File: config.mk
export PLATFORM = sky130hd
export DESIGN_NAME = rv32i_regfile_sb
export DESIGN_NICKNAME = d
export VERILOG_FILES = /design/src/rtl/rv32i_pkg.sv /design/src/rtl/rv32i_scoreboard.sv /design/src/rtl/rv32i_regfile_sb.sv
export SDC_FILE = /design/constraint.sdc
export NUM_CORES = 2
export LEC_CHECK = 0
export BUFFER_PORTS_ARGS = -buffer_cell sky130_fd_sc_hd__buf_2
export CORE_MARGIN = 3
export CORE_UTILIZATION = 45
export CTS_BUF_LIST = sky130_fd_sc_hd__clkbuf_16
export DETAILED_ROUTE_END_ITERATION = 16
export PLACE_DENSITY = 0.69
export SYNTH_ARGS = -nofsm -noshare
export SYNTH_HDL_FRONTEND = slang
export SYNTH_SLANG_ARGS = --single-unit
File: constraint.sdc
create_clock -name clk -period 2.9 [get_ports clk]
set_clock_uncertainty 0.2 [all_clocks]
set_input_delay 0.58 -clock clk [delete_from_list [all_inputs] [get_ports clk]]
set_output_delay 0.58 -clock clk [all_outputs]
set_load 0.01 [all_outputs]
File: src/rtl/rv32i_pkg.sv
// rv32i_pkg: shared register-file constants and index type
package rv32i_pkg;
  localparam int XLEN_DEF = 32;
  localparam int NREGS_DEF = 32;
  typedef logic [$clog2(NREGS_DEF)-1:0] reg_idx_t;
endpackage

File: src/rtl/rv32i_scoreboard.sv
// rv32i_scoreboard: per-register busy bits, set on issue and cleared on writeback
module rv32i_scoreboard #(
  parameter int NREGS = 32,
  parameter int AW = $clog2(NREGS)
) (
  input  logic             clk,
  input  logic             reset_n,
  input  logic             iss_valid,
  input  logic [AW-1:0]    iss_reg,
  input  logic             clr0_valid,
  input  logic [AW-1:0]    clr0_reg,
  input  logic             clr1_valid,
  input  logic [AW-1:0]    clr1_reg,
  output logic [NREGS-1:0] busy_vec
);
  logic [NREGS-1:0] set_mask, clr_mask, busy_nxt;
  always_comb begin
    set_mask = {{(NREGS-1){1'b0}}, iss_valid} << iss_reg;
    clr_mask = ({{(NREGS-1){1'b0}}, clr0_valid} << clr0_reg) | ({{(NREGS-1){1'b0}}, clr1_valid} << clr1_reg);
    // set applied after clear so a new producer outranks the retiring one; x0 never busy
    busy_nxt = ((busy_vec & ~clr_mask) | set_mask) & ~{{(NREGS-1){1'b0}}, 1'b1};
  end
  always_ff @(posedge clk or negedge reset_n)
    if (!reset_n) busy_vec <= '0;
    else busy_vec <= busy_nxt;
endmodule

File: src/rtl/rv32i_regfile_sb.sv
// rv32i_regfile_sb: multi-port RV32I register file with write bypass and scoreboard
module rv32i_regfile_sb
  import rv32i_pkg::*;
#(
  parameter int XLEN = XLEN_DEF,
  parameter int NREGS = NREGS_DEF,
  parameter int NRD = 2,
  parameter int BYPASS = 1,
  localparam int AW = $clog2(NREGS)
) (
  input  logic                      clk,
  input  logic                      reset_n,
  input  logic [NRD-1:0][AW-1:0]    rd_addr,
  output logic [NRD-1:0][XLEN-1:0]  rd_data,
  output logic [NRD-1:0]            rd_ready,
  input  logic                      iss_valid,
  input  logic [AW-1:0]             iss_reg,
  input  logic                      wb0_enable,
  input  logic [AW-1:0]             wb0_reg,
  input  logic [XLEN-1:0]           wb0_data,
  input  logic                      wb1_enable,
  input  logic [AW-1:0]             wb1_reg,
  input  logic [XLEN-1:0]           wb1_data,
  output logic [NREGS-1:0]          busy_vec
);
  logic [XLEN-1:0] regs [NREGS];
  logic wb0_act, wb1_act;
  assign wb0_act = wb0_enable && wb0_reg != '0;
  assign wb1_act = wb1_enable && wb1_reg != '0;
  always_ff @(posedge clk or negedge reset_n)
    if (!reset_n) regs <= '{default: '0};
    else begin
      if (wb0_act) regs[wb0_reg] <= wb0_data;
      if (wb1_act) regs[wb1_reg] <= wb1_data;
    end
  rv32i_scoreboard #(.NREGS(NREGS)) u_sb (
    .clk(clk),
    .reset_n(reset_n),
    .iss_valid(iss_valid && iss_reg != '0),
    .iss_reg(iss_reg),
    .clr0_valid(wb0_act),
    .clr0_reg(wb0_reg),
    .clr1_valid(wb1_act),
    .clr1_reg(wb1_reg),
    .busy_vec(busy_vec)
  );
  for (genvar i = 0; i < NRD; i++) begin : g_rd
    logic hit0, hit1;
    assign hit0 = BYPASS != 0 && wb0_act && wb0_reg == rd_addr[i];
    assign hit1 = BYPASS != 0 && wb1_act && wb1_reg == rd_addr[i];
    // gating on reset_n keeps bypassed write data from leaking out while in reset
    assign rd_data[i] = !reset_n ? '0 : hit1 ? wb1_data : hit0 ? wb0_data : regs[rd_addr[i]];
    assign rd_ready[i] = !reset_n || rd_addr[i] == '0 || hit0 || hit1 || !busy_vec[rd_addr[i]];
  end
endmodule

==> out/results.tsv <==
stage	metric	value	unit
setup_path	endpoint required time on the critical path	2.12	ns
clock_network	CTS tree	done	
synthesis	most used flip-flop cell after synthesis	dfrtp_1	
min_path	Tightest Hold Check Type	in -> reg	
synthesis	number of enable flip-flop cells after synthesis	0	
clock_network	CTS H-Tree Depth	3	
setup_path	startpoint-to-endpoint class of the critical path	reg -> out	
placement	final HPWL from detailed placement	190000	µm
synthesis	Area contributors post-synth	dfrtp_1, mux4_2, mux2i_1	
pwr	clock power share	0.273	
timing	Total Neg Setup Slack	-40.32	ns
pwr	Pleak	0.0353	µW
layout	number of fill cells in the layout	11800	
routing	overall via count from detail_route	65900	
min_path	worst min-delay path startpoint	wb0_data[24]	
synthesis	dominant cell type by area after synthesis	dfrtp_1	
routing	via/cell ratio	7.37	
floorplan	overall die area	153000	µm²
layout	final cell count without fillers	8948	
timing	final worst setup slack	-0.904	ns
routing	average wire per cell in the routed design	34.8	µm
pwr	combinational share of power	0.310	
clock_network	CTS Root Cell	clkbuf_16	
timing	final max-slew violation count	0	
floorplan	die extent in x	391	µm
flow_run	maximum capacitance violations	0	
setup_path	data arrival time of the critical path	3.02	ns
synthesis	most frequent cell after synthesis	dfrtp_1	
status	result of the run	finished with violations	
synthesis	area share of the largest cell type after synthesis	0.397	
floorplan	count of pins on the block boundary	192	
layout	area taken by flip-flops and latches	26400	µm²
setup_path	CP startpoint kind	flip-flop	
placement	Buffers on Ports	190	
routing	number of iterations in the first detailed-routing pass	12	
setup_path	maximum fanout along the worst path	2	
clock_network	number of buffers created by CTS	111	
floorplan	CORE AREA	146000	µm²
placement	number of cells in the design after placement	8537	
timing	hold slack	0.0931	ns
floorplan	die extent in y	391	µm
synthesis	count of cell types in the netlist	57	
layout	multi-input gate area in the final layout	38100	µm²
pwr	Reg power frac	0.417	
synthesis	Async SR Flop Fraction	1.00	
synthesis	post-synthesis net count	6742	
pwr	Sw Share	0.339	
routing	total routed wirelength	312000	µm
pwr	internal portion of total power	35200	µW
clock_network	Clk Latency, worst-skew pair	0.75	ns
pwr	reported net switching power	18100	µW
timing	maximum clock frequency	0.263	GHz
placement	final weighted congestion in routability-driven placement	1.02	
synthesis	synthesized area per cell	10.0	µm²
global_routing	number of global-route vias before repair	63100	
synthesis	number of warnings printed during yosys synthesis	0	
pwr	maximum VDD drop	0.613	mV
synthesis	cell area after technology mapping	66500	µm²
routing	final routed DRC violation total	0	
timing	clock period minus final worst setup slack	3.80	ns
routing	Iter 0 DRT Violations	11600	
synthesis	number of synthesized register bits	1055	
timing	setup repair after global routing missed its margin	true	
global_routing	wire length of the first global-routing pass	440000	µm
floorplan	standard-cell row count	140	
layout	fraction of the core area covered by cells at the end of the flow	0.569	
global_routing	initial antenna violation count	21	
status	failing checks	setup timing	
layout	layout cells sized above 1	0.306	
global_routing	grt ovf	0	
floorplan	initial cell density of the core	0.455	
global_routing	largest net degree at the start of global routing	126	
timing	setup-violating endpoint count in the final report	66	
timing	final hold vios	0	
clock_network	CTS Buffer Depth	3	
timing	Slew @ Worst Pin	1.04	ns
synthesis	top post-synthesis cells by count	dfrtp_1, nand2_1, nor2_1, mux2i_1, clkbuf_1	
global_routing	aggregate global-route resource usage	0.394	
clock_network	post-CTS clock slew at the launch and capture registers of the worst setup and hold paths	0.07	ns
synthesis	number of standard cells after synthesis	6648	
pwr	Power per Cell Area	640	nW/µm²
routing	remaining antenna violation count	0	
placement	pre-CTS setup slack	-0.831	ns
clock_network	sinks on the clock net	1055	
setup_path	kind of end point of the critical path	output pin	
layout	post-layout net count	7034	
timing	relative max-transition margin	0.309	
setup_path	crit path launch	u_sb.busy_vec[11]	
setup_path	worst reg2reg startpoint	u_sb.busy_vec[11]	
timing	fin crit share	1.31	
layout	Layout Area Growth over Synthesis	25.0	%
synthesis	proportion of synthesized chip area in sequential cells	0.397	
==> sequential cells by signal, summed over array words and instances, names as in the netlist <==
name	flops
u_sb.busy_vec	31
regs	1024
==> layout make-up <==
class	instances	area share
Antenna cell	7	0.000211
Clock buffer	114	0.0343
Tap cell	1917	0.0288
Sequential cell	1055	0.317
Timing Repair Buffer	1064	0.149
Inverter	71	0.00405
Multi-Input combinational cell	4637	0.458
Clock inverter	83	0.00823
==> critical path, cell delays in order (launching register included) <==
cell and delay, ns:
dfrtp_2 0.41, mux4_2 0.56, mux4_2 0.48, o211ai_1 0.56, buf_2 0.26
==> final timing paths <==
| check | to | slack, ns | cells after the start |
|---|---|---|---|
| worst min-delay path | regs[472] | 0.09 | 3 |
| worst min register to register | regs[1007] | 0.20 | 0 |
| min in group asynchronous | regs[231] | 0.61 | 4 |
| worst max register to register | u_sb.busy_vec[11] | 1.66 | 3 |
| worst max-delay path | rd_ready[1] | -0.90 | 4 |
| max in group asynchronous | regs[466] | 0.56 | 5 |
==> repair_timing <==
item | CTS | global route
hold buffers | 8 | 0
pin swaps | 160 | 125
endpoints found under the setup margin | 66 | 66
resized for setup | 451 | 196
cloned | 46 | 12
endpoints found under the hold margin | 13 | 0
buffers inserted | 123 | 61
==> power groups by stage <==
| stage | sequential [µW] | combinational [µW] | clock [µW] |
|---|---|---|---|
| 5_1_grt | 22400 | 17300 | 15100 |
| 3_3_place_gp | 21800 | 13700 | 0 |
| 4_1_cts | 21800 | 15500 | 14500 |
| 2_1_floorplan | 20700 | 9860 | 0 |
| 6_report | 22200 | 16500 | 14500 |
| 3_5_place_dp | 22000 | 14200 | 0 |
==> cells in the final DEF (no fill, tap or decap), types with 26 or more instances in the layout <==
cell type	count
buf_2	132
o221ai_2	45
a31oi_1	293
mux4_2	527
o21a_1	33
a21oi_1	482
o21ai_0	223
nand2_1	847
inv_1	60
buf_12	230
dfrtp_1	1045
mux2i_1	598
a22oi_2	60
a32o_1	26
buf_6	115
nand2_2	30
nor4_1	32
buf_16	46
nor2_1	772
buf_8	27
a32o_2	32
o221ai_1	32
a22oi_1	34
buf_4	492
clkbuf_16	127
a32oi_1	223
nand3_2	27
clkinv_1	30
nand4_1	35
==> metal layers <==
metal	part of all wire	wire [µm]	global-route usage
met5	0.0013	419	0.00861
met3	0.18	57000	0.190
met4	0.088	27500	0.269
met1	0.33	103000	0.494
met2	0.40	123000	0.531
==> cells by family after synthesis <==
logic type,share of synthesized area
flops,0.397
mux,0.270
xor+xnor,0.00263
compound gates,0.156
other cells,0.0000563
buf+inv,0.0614
simple gates,0.113
==> metrics by stage <==
stage / total power (µW) / area (µm²)
2_1_floorplan: 30600 / 66900
3_5_place_dp: 36200 / 74200
6_report: 53200 / 83200
4_1_cts: 51800 / 82100
3_3_place_gp: 35400 / 74200
5_1_grt: 54800 / 83200
No activity file was read; power rests on OpenSTA's default activity.
